--- config.mk ---
export PLATFORM = sky130hd
export DESIGN_NAME = counter_nb
export DESIGN_NICKNAME = d
export VERILOG_FILES = /design/src/rtl/counter_nb_pkg.sv /design/src/rtl/counter_nb_next.sv /design/src/rtl/counter_nb.sv
export SDC_FILE = /design/constraint.sdc
export NUM_CORES = 1
export LEC_CHECK = 0
export ABC_AREA = 1
export CAP_MARGIN = 20
export CORE_AREA = 2 2 39 41
export CTS_CLUSTER_DIAMETER = 100
export CTS_CLUSTER_SIZE = 28
export DETAILED_ROUTE_END_ITERATION = 10
export DIE_AREA = 0 0 41 43
export GPL_ROUTABILITY_DRIVEN = 1
export PLACE_DENSITY = 0.61
export SLEW_MARGIN = 20
export SYNTH_ARGS = -nofsm -noshare
export SYNTH_HDL_FRONTEND = slang
export SYNTH_SLANG_ARGS = --single-unit
--- constraint.sdc ---
create_clock -name clk -period 1.3 [get_ports clk]
set_clock_uncertainty 0.15 [all_clocks]
set_input_delay 0.325 -clock clk [delete_from_list [all_inputs] [get_ports clk]]
set_output_delay 0.325 -clock clk [all_outputs]
set_load 0.02 [all_outputs]
--- src/rtl/counter_nb_pkg.sv ---
// Shared mode encoding for the counter_nb block.
// Latency: n/a (constants only).
// Backpressure: n/a.
package counter_nb_pkg;

    // MODO encoding, fully decoded by counter_nb_next
    localparam logic [1:0] MODE_UP   = 2'b00;
    localparam logic [1:0] MODE_DOWN = 2'b01;
    localparam logic [1:0] MODE_STEP = 2'b10;
    localparam logic [1:0] MODE_LOAD = 2'b11;

endpackage

--- src/rtl/counter_nb_next.sv ---
// Next-count datapath: computes q_next and the wrap flag from Q, MODO and D.
// Latency: purely combinational, no state.
// Backpressure: none; the caller gates with ENABLE. Saturation under COUNTER_NB_SAT_EN.
module counter_nb_next
    import counter_nb_pkg::*;
#(
    parameter int WIDTH = 4,
    parameter int STEP  = 3
) (
    input  logic [WIDTH-1:0] q,
    input  logic [1:0]       modo,
    input  logic [WIDTH-1:0] d,
    output logic [WIDTH-1:0] q_next,
    output logic             wrap
);

    localparam logic [WIDTH:0] ONE_EXT  = (WIDTH+1)'(1);
    localparam logic [WIDTH:0] STEP_EXT = (WIDTH+1)'(STEP);

    // One extra bit on every operation: the MSB is the carry (up/step) or borrow (down)
    logic [WIDTH:0] up_sum;
    logic [WIDTH:0] step_sum;
    logic [WIDTH:0] down_diff;

    assign up_sum    = {1'b0, q} + ONE_EXT;
    assign step_sum  = {1'b0, q} + STEP_EXT;
    assign down_diff = {1'b0, q} - ONE_EXT;

    // Mode decode: pick the result and flag the wrap (or saturation) event
    always_comb begin
        q_next = q;
        wrap   = 1'b0;
        case (modo)
            MODE_UP: begin
                q_next = up_sum[WIDTH-1:0];
                wrap   = up_sum[WIDTH];
`ifdef COUNTER_NB_SAT_EN
                if (up_sum[WIDTH]) q_next = '1;
`endif
            end
            MODE_DOWN: begin
                q_next = down_diff[WIDTH-1:0];
                wrap   = down_diff[WIDTH];
`ifdef COUNTER_NB_SAT_EN
                if (down_diff[WIDTH]) q_next = '0;
`endif
            end
            MODE_STEP: begin
                q_next = step_sum[WIDTH-1:0];
                wrap   = step_sum[WIDTH];
`ifdef COUNTER_NB_SAT_EN
                if (step_sum[WIDTH]) q_next = '1;
`endif
            end
            default: begin
                // MODE_LOAD: wrap stays low so RCO and LOAD never coincide
                q_next = d;
            end
        endcase
    end

endmodule

--- src/rtl/counter_nb.sv ---
// Multi-mode counter (up/down/step/load) with registered RCO and LOAD strobes; COUNTER_NB_SAT_EN selects saturation.
// Latency: 1 cycle from sampled inputs to Q/RCO/LOAD; no combinational input-to-output path.
// Backpressure: none; ENABLE=0 holds Q and clears both strobes.
module counter_nb
    import counter_nb_pkg::*;
#(
    parameter int WIDTH = 4,
    parameter int STEP  = 3
) (
    input  logic             clk,
    input  logic             RESET,
    input  logic             ENABLE,
    input  logic [1:0]       MODO,
    input  logic [WIDTH-1:0] D,
    output logic [WIDTH-1:0] Q,
    output logic             RCO,
    output logic             LOAD
);

    logic [WIDTH-1:0] q_next;
    logic             wrap;

    counter_nb_next #(
        .WIDTH (WIDTH),
        .STEP  (STEP)
    ) u_next (
        .q      (Q),
        .modo   (MODO),
        .d      (D),
        .q_next (q_next),
        .wrap   (wrap)
    );

    // State registers: sync reset dominates, ENABLE gates the update, strobes are single-cycle
    always_ff @(posedge clk) begin
        if (!RESET) begin
            Q    <= '0;
            RCO  <= 1'b0;
            LOAD <= 1'b0;
        end else if (ENABLE) begin
            Q    <= q_next;
            RCO  <= wrap;
            LOAD <= (MODO == MODE_LOAD);
        end else begin
            RCO  <= 1'b0;
            LOAD <= 1'b0;
        end
    end

endmodule

==> results.md <==
* Pre-Repair DR Iteration Count at 4
* Worst setup margin at -42.9 ps
* Hold WS at 488 ps
* Final Cell Area at 747 sq um
* DP HPWL at 930 microns
* Starting density of the core at 0.320
* Area Overhead vs Synth at 68.6%
* Largest net degree at the start of global routing at 11
* Fmax at 0.745 GHz
* ANT nets after route at 0
* P_leak at 0.338 nW
* Cell Area, Synth at 443 sq um
* Syn nets at 78
* Routed length per instance at 11.2 microns
* Final wirelength at 1230 microns
* Number of placed instances, taps included at 105
* M3 GR Usage at 0.0785
* Grt total ovfl at 0
* Yosys warnings at 0
* Die W at 41 microns
* Area of placed instances at 687 sq um
* Clock buffer depth at 2
* Final Critical Period at 1340 ps
* Maximum vdd drop at 0.000506 V
* Die height at 43 microns
* Initial antenna violation count at 0
* Mapped Avg Cell Area at 6.61 sq um
* Grt met2 use at 0.259
* CP Class: register to register
* Worst path arrival time at 1310 ps
* Nets at 106
* Total power at 0.000645 W
* Detailed-route DRC error count at 0
* Clk sinks at 6
* H-Tree Depth at 1
* GRT Max-Usage Layer: met2
* Violated checks: negative setup slack
* Vias per inst at 4.95
* Worst slew pin tran at 250 ps
* Crit path max fanout at 6
* Row count at 14
* DRT iter0 DRCs at 18
* RSZ-0062 raised after global routing: true
* End-of-flow core utilization at 0.540
* Post-Synthesis Cells at 67
* WP data required at 1270 ps
* First-pass GRT wire length at 1950 microns
* Filler instances at 146
* Vias in the first global route at 485
* Antenna diodes at 0
* Fin cells at 110
* Slew headroom at 0.833
* Hold Crit Class: register to register
* Fin crit share at 1.03
* Total Routing Usage GR at 0.166
* Fin. Hold Viols at 0
* Max Cap Viol at 0
* Vias after detailed routing at 544
* Port Buffers at 14
* GPL Wtd Cong at 0.813
* Clock Tree Root: clkbuf_4
* GRT met1 Usage at 0.196
* Share of cells above drive strength 1 at 0.394
* CTS tree: done
* Clk pin slew, worst setup/hold paths at 50 ps
* Slew Limit Fails at 0
* TritonCTS Buffers at 3
* Register area share after synthesis at 0.271
* Final setup viols at 1
* Floorplan core area at 1380 sq um
* Die Footprint at 1760 sq um
* CP Capture Type: register
* Synthesis-stage register bit count at 6
* Clk Latency, worst-skew pair at 250 ps
* Boundary Pins at 15
* Crit start category: register
* Count of cell types in the netlist at 19
* Pwr dens at 864 nW/um^2
* Status: finished, violations left
what timing repair did:
| item | 4_1_cts | 5_1_grt |
|---|---|---|
| buffers inserted | 0 | 1 |
| gates resized for setup | 30 | 6 |
| cloned | 0 | 0 |
| endpoints found under the hold margin | 0 | 0 |
| endpoints found under the setup margin | 11 | 5 |
| pin swaps | 3 | 7 |
| hold buffers | 0 | 0 |
per-layer routing:
| metal | vias up | share of wire |
|---|---|---|
| li1 | 279 | - |
| met1 | 241 | 0.39 |
| met2 | 24 | 0.53 |
| met3 | 0 | 0.083 |
| met4 | 0 | 0 |
| met5 | - | 0 |
through the flow:
step                      setup TNS, ps  setup slack (ps)
after floorplan                       0              18.8
after global placement            -2400              -408
after detailed placement          -2390              -406
after CTS                         -36.7             -36.7
after global routing               -243             -94.3
final                             -42.9             -42.9
synthesized netlist by cell type:
cell      number  share of area
inv_1          6          0.051
nor3_1         2          0.023
nand3_1        6          0.068
a31oi_1        3          0.042
nand2_1       16           0.14
nor2_2         3          0.042
o21ai_1        2          0.023
a21oi_2        1          0.020
dfxtp_1        6           0.27
o211ai_1       1          0.017
a21oi_1        2          0.023
nor2_1         2          0.017
nand4_1        3          0.042
ha_1           2          0.056
inv_2          4          0.034
buf_6          1          0.025
o21ai_0        4          0.045
o21bai_2       1          0.025
xnor2_1        2          0.040
area by class of cell:
class                           count  area (sq um)  area share
Sequential cell                     6           128       0.171
Tap cell                           16          20.0      0.0268
Clock buffer                        4          26.3      0.0352
Inverter                           10          37.5      0.0503
Timing Repair Buffer               24           204       0.273
Multi-Input combinational cell     50           332       0.444
state kept, by name, indices dropped and copies added, names as in the netlist:
name and cells:
RCO 1, LOAD 1, Q 4
critical path, cell delays in order (launching register included):
cell and delay, ps:
dfxtp_4 350, buf_6 130, ha_4 160, xnor2_2 140
nand2_1 70, o211ai_1 100, a31oi_1 100
path summary, 6_finish.rpt:
path / start / endpoint / slack, ps / cells past startpoint
setup / recovery: Q[1] / Q[2] / -40 / 6
hold reg to reg: Q[3] / Q[3] / 490 / 3
setup reg to reg: Q[1] / Q[2] / -40 / 6
hold / removal: Q[3] / Q[3] / 490 / 3
power breakdown:
group	internal, W	total [W]	switching [W]
Clock	0.000116	0.000185	0.0000683
Sequential	0.000197	0.000207	0.00000968
Combinational	0.000123	0.000254	0.000131
Total	0.000436	0.000645	0.000209
logic make-up (layout without fill, tap and decap cells):
family / after synthesis / in the layout / synth area share
adder cells (fa/ha/maj): 2 / 2 / 0.0565
flip-flops: 6 / 6 / 0.271
buffers and inverters: 11 / 38 / 0.110
AND/OR/NAND/NOR: 32 / 32 / 0.328
AO/OA/AOI/OAI: 14 / 14 / 0.195
XOR/XNOR: 2 / 2 / 0.0396
layout by cell type (no fill, tap or decap), types with 2 or more instances in the layout:
cell type        count
dlygate4sd2_1        2
nand2_1             15
nor3_1               2
buf_6                4
buf_2                5
nand3_1              4
dfxtp_4              2
o21ai_0              4
clkbuf_4             3
buf_4                6
a31oi_1              3
nand3_2              2
a21oi_1              2
inv_1                6
xnor2_2              2
nor2_1               2
ha_4                 2
nand4_1              3
nor2_2               2
clkdlybuf4s50_1      6
dfxtp_1              4
o21ai_1              2
inv_2                4
(Power assumes the default switching activity.)
